## src/rtl/hack_spi_rom_reader.sv

```systemverilog
`default_nettype none
// =============================================================================
// Module   : hack_spi_rom_reader
// Brief    : Hack instruction fetch over an SPI READ (0x03) from serial SRAM.
//            Define HACK_SPI_SEQ_READ_EN for sequential-read continuation.
// Revision : 1.0 - initial release
// =============================================================================
module hack_spi_rom_reader #(
    parameter int ADDR_WIDTH = 15,
    parameter int DIV        = 1
) (
    input  logic                  wb_clk_i,
    input  logic                  rst_n,
    input  logic                  req_valid,
    input  logic [ADDR_WIDTH-1:0] req_addr,
    output logic                  req_ready,
    output logic                  rsp_valid,
    output logic [15:0]           rsp_data,
    output logic                  busy,
    output logic                  spi_cs_n,
    output logic                  spi_sck,
    output logic                  spi_mosi,
    input  logic                  spi_miso
);

`ifdef HACK_SPI_SEQ_READ_EN
    typedef enum logic [2:0] {
        S_IDLE = 3'd0, S_CMD = 3'd1, S_ADDR = 3'd2, S_DATA = 3'd3, S_GAP = 3'd4, S_HOLD = 3'd5
    } state_t;
    localparam logic [5:0] c_first_data = 6'd32;
`else
    typedef enum logic [2:0] {
        S_IDLE = 3'd0, S_CMD = 3'd1, S_ADDR = 3'd2, S_DATA = 3'd3, S_GAP = 3'd4
    } state_t;
`endif

    localparam logic [7:0] c_cmd_read  = 8'h03;
    localparam logic [7:0] c_div_last  = 8'(DIV - 1);
    localparam logic [5:0] c_last_cmd  = 6'd7;
    localparam logic [5:0] c_last_addr = 6'd31;
    localparam logic [5:0] c_last_data = 6'd47;

    state_t      r_state;
    state_t      w_state_next;
    logic [7:0]  r_div;
    logic [5:0]  r_bit;
    logic        r_sck;
    logic        r_cs_n;
    logic [31:0] r_shift;
    logic [15:0] r_rx;
    logic        r_rsp_valid;
    logic [15:0] r_rsp_data;
    logic        w_tick;
    logic        w_fall;
    logic        w_active;
    logic        w_accept;
    logic [23:0] w_byte_addr;
`ifdef HACK_SPI_SEQ_READ_EN
    logic [ADDR_WIDTH-1:0] r_addr;
    logic [ADDR_WIDTH-1:0] w_addr_inc;
    logic                  r_pending;
    localparam logic [ADDR_WIDTH-1:0] c_addr_one = 1;
    assign w_addr_inc = r_addr + c_addr_one;
`endif

    assign w_byte_addr = 24'(req_addr) << 1;
    assign w_tick      = (r_div == c_div_last);
    assign w_fall      = w_tick & r_sck;
    assign w_active    = (r_state == S_CMD) || (r_state == S_ADDR) || (r_state == S_DATA);

    assign spi_cs_n  = r_cs_n;
    assign spi_sck   = r_sck;
    assign spi_mosi  = r_shift[31];
    assign rsp_valid = r_rsp_valid;
    assign rsp_data  = r_rsp_data;
    assign busy      = (r_state != S_IDLE);
`ifdef HACK_SPI_SEQ_READ_EN
    assign req_ready = (r_state == S_IDLE) || (r_state == S_HOLD);
`else
    assign req_ready = (r_state == S_IDLE);
`endif

    always_ff @(posedge wb_clk_i or negedge rst_n) begin
        if (!rst_n) begin
            r_state <= S_IDLE;
        end else begin
            r_state <= w_state_next;
        end
    end

    always_comb begin
        w_state_next = r_state;
        w_accept     = 1'b0;
        case (r_state)
            S_IDLE: begin
                if (req_valid) begin
                    w_accept     = 1'b1;
                    w_state_next = S_CMD;
                end
            end
            S_CMD:  if (w_fall && r_bit == c_last_cmd)  w_state_next = S_ADDR;
            S_ADDR: if (w_fall && r_bit == c_last_addr) w_state_next = S_DATA;
            S_DATA: begin
                if (w_fall && r_bit == c_last_data) begin
`ifdef HACK_SPI_SEQ_READ_EN
                    // Top word has no successor, so never hold the burst open there.
                    w_state_next = (&r_addr) ? S_GAP : S_HOLD;
`else
                    w_state_next = S_GAP;
`endif
                end
            end
            S_GAP: begin
                if (w_tick && r_bit == 6'd1) begin
`ifdef HACK_SPI_SEQ_READ_EN
                    w_state_next = r_pending ? S_CMD : S_IDLE;
`else
                    w_state_next = S_IDLE;
`endif
                end
            end
`ifdef HACK_SPI_SEQ_READ_EN
            S_HOLD: begin
                if (req_valid) begin
                    w_accept     = 1'b1;
                    w_state_next = (req_addr == w_addr_inc) ? S_DATA : S_GAP;
                end
            end
`endif
            default: w_state_next = S_IDLE;
        endcase
    end

    always_ff @(posedge wb_clk_i or negedge rst_n) begin
        if (!rst_n) begin
            r_div       <= '0;
            r_bit       <= '0;
            r_sck       <= 1'b0;
            r_cs_n      <= 1'b1;
            r_shift     <= '0;
            r_rx        <= '0;
            r_rsp_valid <= 1'b0;
            r_rsp_data  <= '0;
`ifdef HACK_SPI_SEQ_READ_EN
            r_addr      <= '0;
            r_pending   <= 1'b0;
`endif
        end else begin
            r_rsp_valid <= 1'b0;
            r_cs_n      <= (w_state_next == S_IDLE) || (w_state_next == S_GAP);
            if (w_accept) begin
                r_shift <= {c_cmd_read, w_byte_addr};
                r_div   <= '0;
                r_sck   <= 1'b0;
                r_bit   <= '0;
`ifdef HACK_SPI_SEQ_READ_EN
                r_addr    <= req_addr;
                r_pending <= (w_state_next == S_GAP);
                if (w_state_next == S_DATA) begin
                    r_bit   <= c_first_data;
                    r_shift <= '0;
                end
`endif
            end else if (w_active || r_state == S_GAP) begin
                if (!w_tick) begin
                    r_div <= r_div + 8'd1;
                end else begin
                    r_div <= '0;
                    if (r_state == S_GAP) begin
                        // GAP reuses the bit counter as a two-half-period phase count.
                        r_bit <= (w_state_next == S_GAP) ? r_bit + 6'd1 : 6'd0;
`ifdef HACK_SPI_SEQ_READ_EN
                        if (w_state_next != S_GAP) r_pending <= 1'b0;
`endif
                    end else if (!r_sck) begin
                        r_sck <= 1'b1;
                        if (r_state == S_DATA) r_rx <= {r_rx[14:0], spi_miso};
                    end else begin
                        r_sck   <= 1'b0;
                        r_shift <= {r_shift[30:0], 1'b0};
                        if (r_bit == c_last_data) begin
                            r_bit       <= '0;
                            r_rsp_valid <= 1'b1;
                            r_rsp_data  <= r_rx;
                        end else begin
                            r_bit <= r_bit + 6'd1;
                        end
                    end
                end
            end
        end
    end

endmodule
`default_nettype wire

```

## config.mk

```make
export PLATFORM = sky130hd
export DESIGN_NAME = hack_spi_rom_reader
export DESIGN_NICKNAME = d
export VERILOG_FILES = /design/src/rtl/hack_spi_rom_reader.sv
export SDC_FILE = /design/constraint.sdc
export NUM_CORES = 1
export LEC_CHECK = 0
export ABC_AREA = 1
export BUFFER_PORTS_ARGS = -buffer_cell sky130_fd_sc_hd__buf_2
export CAP_MARGIN = 20
export CORE_ASPECT_RATIO = 1.75
export CORE_MARGIN = 2
export CORE_UTILIZATION = 61
export CTS_BUF_LIST = sky130_fd_sc_hd__clkbuf_8
export CTS_CLUSTER_SIZE = 25
export DETAILED_ROUTE_END_ITERATION = 10
export GPL_TIMING_DRIVEN = 0
export PLACE_DENSITY = 0.78
export SYNTH_ARGS = -nofsm -noshare
export SYNTH_HDL_FRONTEND = slang
export SYNTH_SLANG_ARGS = --single-unit
```

## constraint.sdc

```tcl
create_clock -name wb_clk_i -period 1.9 [get_ports wb_clk_i]
set_input_delay 0.095 -clock wb_clk_i [delete_from_list [all_inputs] [get_ports wb_clk_i]]
set_output_delay 0.095 -clock wb_clk_i [all_outputs]
set_load 0.01 [all_outputs]
```

# --- Word-level counts from Yosys, hierarchy flattened ---
# Cells that the tools add are included.
word_totals:
  register_bits: 84
  inputBits: 19
  out_inout_bits: 22
  word_cells: 80
op_classes:
  n_addsub: 2
  n_eq_ne: 10
  n_mux: 34
  n_bitwise: 4
  reduce_logical: 21
ops:
  columns: ["cell", "count"]
  rows:
  - ["2-to-1 mux 32 bit", 5]
  - ["2-to-1 mux 6 bit", 7]
  - ["2-to-1 mux 8 bit", 3]
  - ["2-to-1 mux 3 bit", 5]
  - ["one-hot mux 3 bit (5 select lines)", 1]
  - ["2-to-1 mux 1 bit", 13]
  - ["AND reduction 6 bit", 2]
  - ["adder 8 x 1 -> 8 bit (second input constant)", 1]
  - ["logical NOT 8 bit", 1]
  - ["adder 6 x 1 -> 6 bit (second input constant)", 1]
  - ["== test 3 x 2 -> 1 bit (second input constant)", 2]
  - ["== test 3 bit (second input constant)", 2]
  - ["== test 6 x 1 -> 1 bit (second input constant)", 1]
  - ["== test 6 x 3 -> 1 bit (second input constant)", 1]
  - ["== test 6 x 5 -> 1 bit (second input constant)", 1]
  - ["== test 6 bit (second input constant)", 1]
  - ["logical NOT 3 bit", 2]
  - ["AND reduction 3 bit", 2]
  - ["nonzero test 2 bit", 3]
  - ["nonzero test 3 bit", 2]
  - ["logical AND 1 bit", 4]
  - ["logical OR 1 bit", 4]
  - ["AND reduction 4 bit", 1]
  - ["== test 3 x 1 -> 1 bit (second input constant)", 1]
  - ["3 further kinds", 5]

# --- Depth between registers and ports, before layout ---
logic_depth:
  word_depth: 11
  depth_mapped: 10
  mapped_depth_nobuf: 10

# --- Worst setup path after synthesis ---
# Ideal clock, no wire load.
synth_path:
  path_type: "flip-flop to flip-flop"
  from: "register r_div[0]"
  to: "register r_shift[10]"
  setup_time_ns: 0.123
  t_arrival_ns: 1.438
  t_required_ns: 1.777
  path_slack_ns: 0.338
  path_stages_with_launch: 11
  path_buffers: 1
  synth_period_minus_slack_ns: 1.562
  path_cell_list: "dfrtp_1 -> inv_1 -> ha_1 -> nand2_1 -> nor2_1 -> nand2_1 -> nand2_2 -> nand4_4 -> buf_6 -> nand2_1 -> o21ai_2"
synth_between:
  elab_chain_len: 3
synth_rtl:
  columns: ["element", "line_no", "source"]
  rows:
  - ["start, declared", "45", "logic [7:0] r_div;"]
  - ["start signal, assigned", "166", "r_div <= r_div + 8'd1;"]
  - ["logical NOT 8 bit", "67", "assign w_tick = (r_div == c_div_last);"]
  - ["nonzero test 2 bit (no line)", null, null]
  - ["AND reduction 4 bit (no line)", null, null]
  - ["end signal, assigned", "152", "r_shift <= {c_cmd_read, w_byte_addr};"]
  - ["end signal, assigned", "180", "r_shift <= {r_shift[30:0], 1'b0};"]
  - ["end, declared", "49", "logic [31:0] r_shift;"]
# No other way between the ends.
# A chain may end at the register's enable or synchronous reset.

# --- Final worst setup path ---
layout_path:
  from: "register r_div[0]"
  to: "register r_shift[5]"
# Same word-level chain as after synthesis.

==> metrics.md <==
| Metric | Value |
|---|---|
| Status | `finished clean` |
| GR Util All Layers | `0.2479` |
| Die W | `about 65 um` |
| Die height | `110.2 um` |
| Clk sinks | `83` |
| Cell Rows | `38` |
| Syn Area/Cell | `a little under 9 um^2` |
| Synth area leader | `dfrtp_1` |
| Setup violators final | `0` |
| Fin. Hold Viols | `0` |
| RSZ-0062 raised after global routing | `false` |
| Switching power of the nets | `628.0 uW` |
| Sequential share of power | `0.563` |
| Drt drc | `0` |
| Type of the worst min-delay path | `in2reg` |
| Power Density | `696.7 mW/mm^2` |
| Largest net degree at the start of global routing | `48` |
| Starting Density | `0.6306` |
| Worst-path maximum fanout | `10` |
| Clk_lat worst skew | `350 ps` |
| Post-DR vias/cell | `5.241` |
| Io pins | `41` |
| Type of origin of the critical path | `flip-flop` |
| Number of synthesized register bits | `83` |
| Number of global-route vias before repair | `3030` |
| Leak | `2.161 nW` |
| Number of port buffers | `40` |
| Post-synth cell types | `29` |
| Slew Limit Headroom | `0.6793` |
| Final period util | `0.9091` |
| Synthesized area | `0.003928 mm^2` |
| Count leader, synth | `nand2_1` |
| CTS Buf Count | `9` |
| CTS tree | `done` |
| GRT overflow | `0` |
| Root Driver | `clkbuf_8` |
| Skew final | `10.10 ps` |
| Layout Nets | `518` |
| Placed cell areas | `0.004258 mm^2` |
| 1st-iter DRT viols | `141` |
| Sequential element share of the synthesized area | `0.5291` |
| H-tree depth | `3` |
| Top FF cell, synth | `dfrtp_1` |
| Hpwl dp | `5.845 mm` |
| Commonest cells in the netlist | `131 x nand2_1, 82 x dfrtp_1, 36 x inv_1` |
| Power share of the combinational group | `0.019` |
| Min Clock Period, post-route | `1727 ps` |
| Worst-margin pin slew | `roughly 480 ps` |
| Power Internal | `2.507 mW` |
| First-pass DRT Iterations | `4` |
| Area contributors post-synth | `dfrtp_1 52%, nand2_1 13%, o21ai_2 6.2%` |
| Max-cap violations | `0` |
| Final instance area | `0.004499 mm^2` |
| FF+latch area | `0.002078 mm^2` |
| Worst Setup End Kind | `flip-flop` |
| Vias | `a little over 3k` |
| Setup TNS | `0 ps` |
| Sw frac | `0.2003` |
| Clock tree buffer depth | `2` |
| Layout cells sized above 1 | `0.2700` |
| Clock share of power | `0.417` |
| Multi-input logic area | `0.001583 mm^2` |
| # fillers | `493` |
| ANT nets after route | `0` |
| RePlAce Congestion | `0.8819` |
| DRT Wirelength | `7.855 mm` |
| Area grow syn2layout | `14.56%` |
| Post-CTS setup repair buffer count | `0` |
| YS warnings | `0` |
| WL/cell | `approximately 14 um` |
| Post-Syn Instances | `441` |
| First-pass GRT wire length | `around 14 mm` |
| Core Region | `slightly above 0.006 mm^2` |
| Power, Total | `3.135 mW` |
| Maximum vdd drop | `0.6221 mV` |
| Net count after synthesis | `464` |
| Worst-path clk slew | `70 ps` |
| Critical Path AT | `1960 ps` |
| Initial antenna violation count | `0` |
| Asr flop ratio synth | `1.000` |
| Post-synth EDFFs | `0` |
| CP required | `approximately 2100 ps` |
| Die Area | `0.007122 mm^2` |
| Ant diodes | `0` |
| Fmax | `a little under 600 MHz` |
| Setup CP Type | `reg2reg` |
| Pins Over Slew Limit | `0` |
| Synth top area share | `0.5225` |
==> per-stage QoR <==
stage / std cells / worst slack [ps] / utilization / hold WS [ps]
2_1_floorplan: 441 / 338.4 / - / -200.6
3_3_place_gp: 561 / 128.9 / 0.6788 / 319.2
3_5_place_dp: 562 / 123.5 / 0.6836 / 88.15
4_1_cts: 580 / 114.2 / 0.7196 / 4.209
5_1_grt: 580 / 10.02 / 0.7224 / 19.88
6_report: 580 / 172.7 / 0.7224 / 26.08
==> critical path, stage by stage, from the launching register on <==
cell     delay [ps]
dfrtp_1         420
inv_1            70
ha_1            140
nand2_1          60
nor2_2          150
nand2_2         110
nand2_2         140
nand4_4         170
buf_6           200
nand2_1          80
o21ai_2          60
==> final cells by class <==
cell class | count | share of cell area
inverters | 40 | 0.03337
well taps | 80 | 0.02225
repair buffers | 43 | 0.05562
flip-flops and latches | 83 | 0.4619
clock buffers | 9 | 0.02753
clock inverters | 7 | 0.01780
multi-input cells | 302 | 0.3518
plain buffers | 16 | 0.02976
==> repair_timing <==
action,in CTS,in global routing
hold buffers,2,0
gates resized for setup,0,10
endpoints found under the setup margin,0,42
hold endpoints to repair,37,0
==> registers in the layout, summed over array words and instances, names as in the netlist <==
| signal | cells |
|---|---|
| r_bit | 6 |
| r_shift | 31 |
| r_state | 3 |
| rsp_data | 16 |
| r_rx | 16 |
| rsp_valid | 1 |
| spi_cs_n | 1 |
| r_div | 8 |
| spi_sck | 1 |
==> path summary, 6_finish.rpt <==
| kind | slack [ps] | cells past startpoint | start | end |
|---|---|---|---|---|
| setup / recovery | 170 | 10 | r_div[0]$_DFFE_PN0P_ | r_shift[5]$_DFFE_PN0P_ |
| hold / removal | 30 | 3 | spi_miso | r_rx[0]$_DFFE_PN0P_ |
| setup reg to reg | 170 | 10 | r_div[0]$_DFFE_PN0P_ | r_shift[5]$_DFFE_PN0P_ |
| hold reg to reg | 480 | 2 | r_shift[7]$_DFFE_PN0P_ | r_shift[7]$_DFFE_PN0P_ |
| max in group asynchronous | 1000 | 3 | rst_n | spi_cs_n$_DFF_PN1_ |
| min in group asynchronous | 250 | 2 | rst_n | r_bit[3]$_DFFE_PN0P_ |
==> layer usage <==
| layer | routed length [um] | track usage | up-vias |
|---|---|---|---|
| li1 | - | - | 1519 |
| met1 | 3213 | 0.2888 | 1451 |
| met2 | 4213 | 0.4345 | 53 |
| met3 | 224 | 0.04569 | 17 |
| met4 | 204 | 0.1277 | 0 |
| met5 | 0 | 0 | - |
==> kinds of logic (layout without fill, tap and decap cells) <==
family,count (synthesis),count (layout),share of synthesized area
flip-flops,83,83,0.5292
AO/OA/AOI/OAI,89,89,0.1418
buffers and inverters,56,115,0.07041
XOR/XNOR,1,1,0.002230
AND/OR/NAND/NOR,208,208,0.2437
adder cells (fa/ha/maj),4,4,0.01274
==> power by group through the flow <==
stage               logic (mW)  clock network [mW]  registers [mW]
finish                  0.0609                1.31            1.77
global route            0.0714                1.40            1.76
CTS                     0.0642                1.34            1.76
detailed placement      0.0609                   0            1.80
global placement        0.0523                   0            1.80
floorplan            0.0000778                   0            1.80
==> cell usage in the layout, fill, tap and decap left out, types with 3 or more instances in the layout <==
| cell | count |
|---|---|
| o21ai_2 | 28 |
| clkbuf_8 | 9 |
| nand2_1 | 130 |
| ha_1 | 4 |
| a21oi_1 | 6 |
| buf_6 | 7 |
| inv_2 | 4 |
| o21ai_0 | 35 |
| nor2_1 | 21 |
| o21ai_1 | 17 |
| nor3_1 | 3 |
| nor2_2 | 3 |
| dfrtp_1 | 82 |
| or2_2 | 17 |
| buf_4 | 5 |
| nand2_2 | 5 |
| nand3_4 | 4 |
| buf_2 | 43 |
| nand3_1 | 20 |
| inv_1 | 40 |
Power figures use the tool's default switching activity.
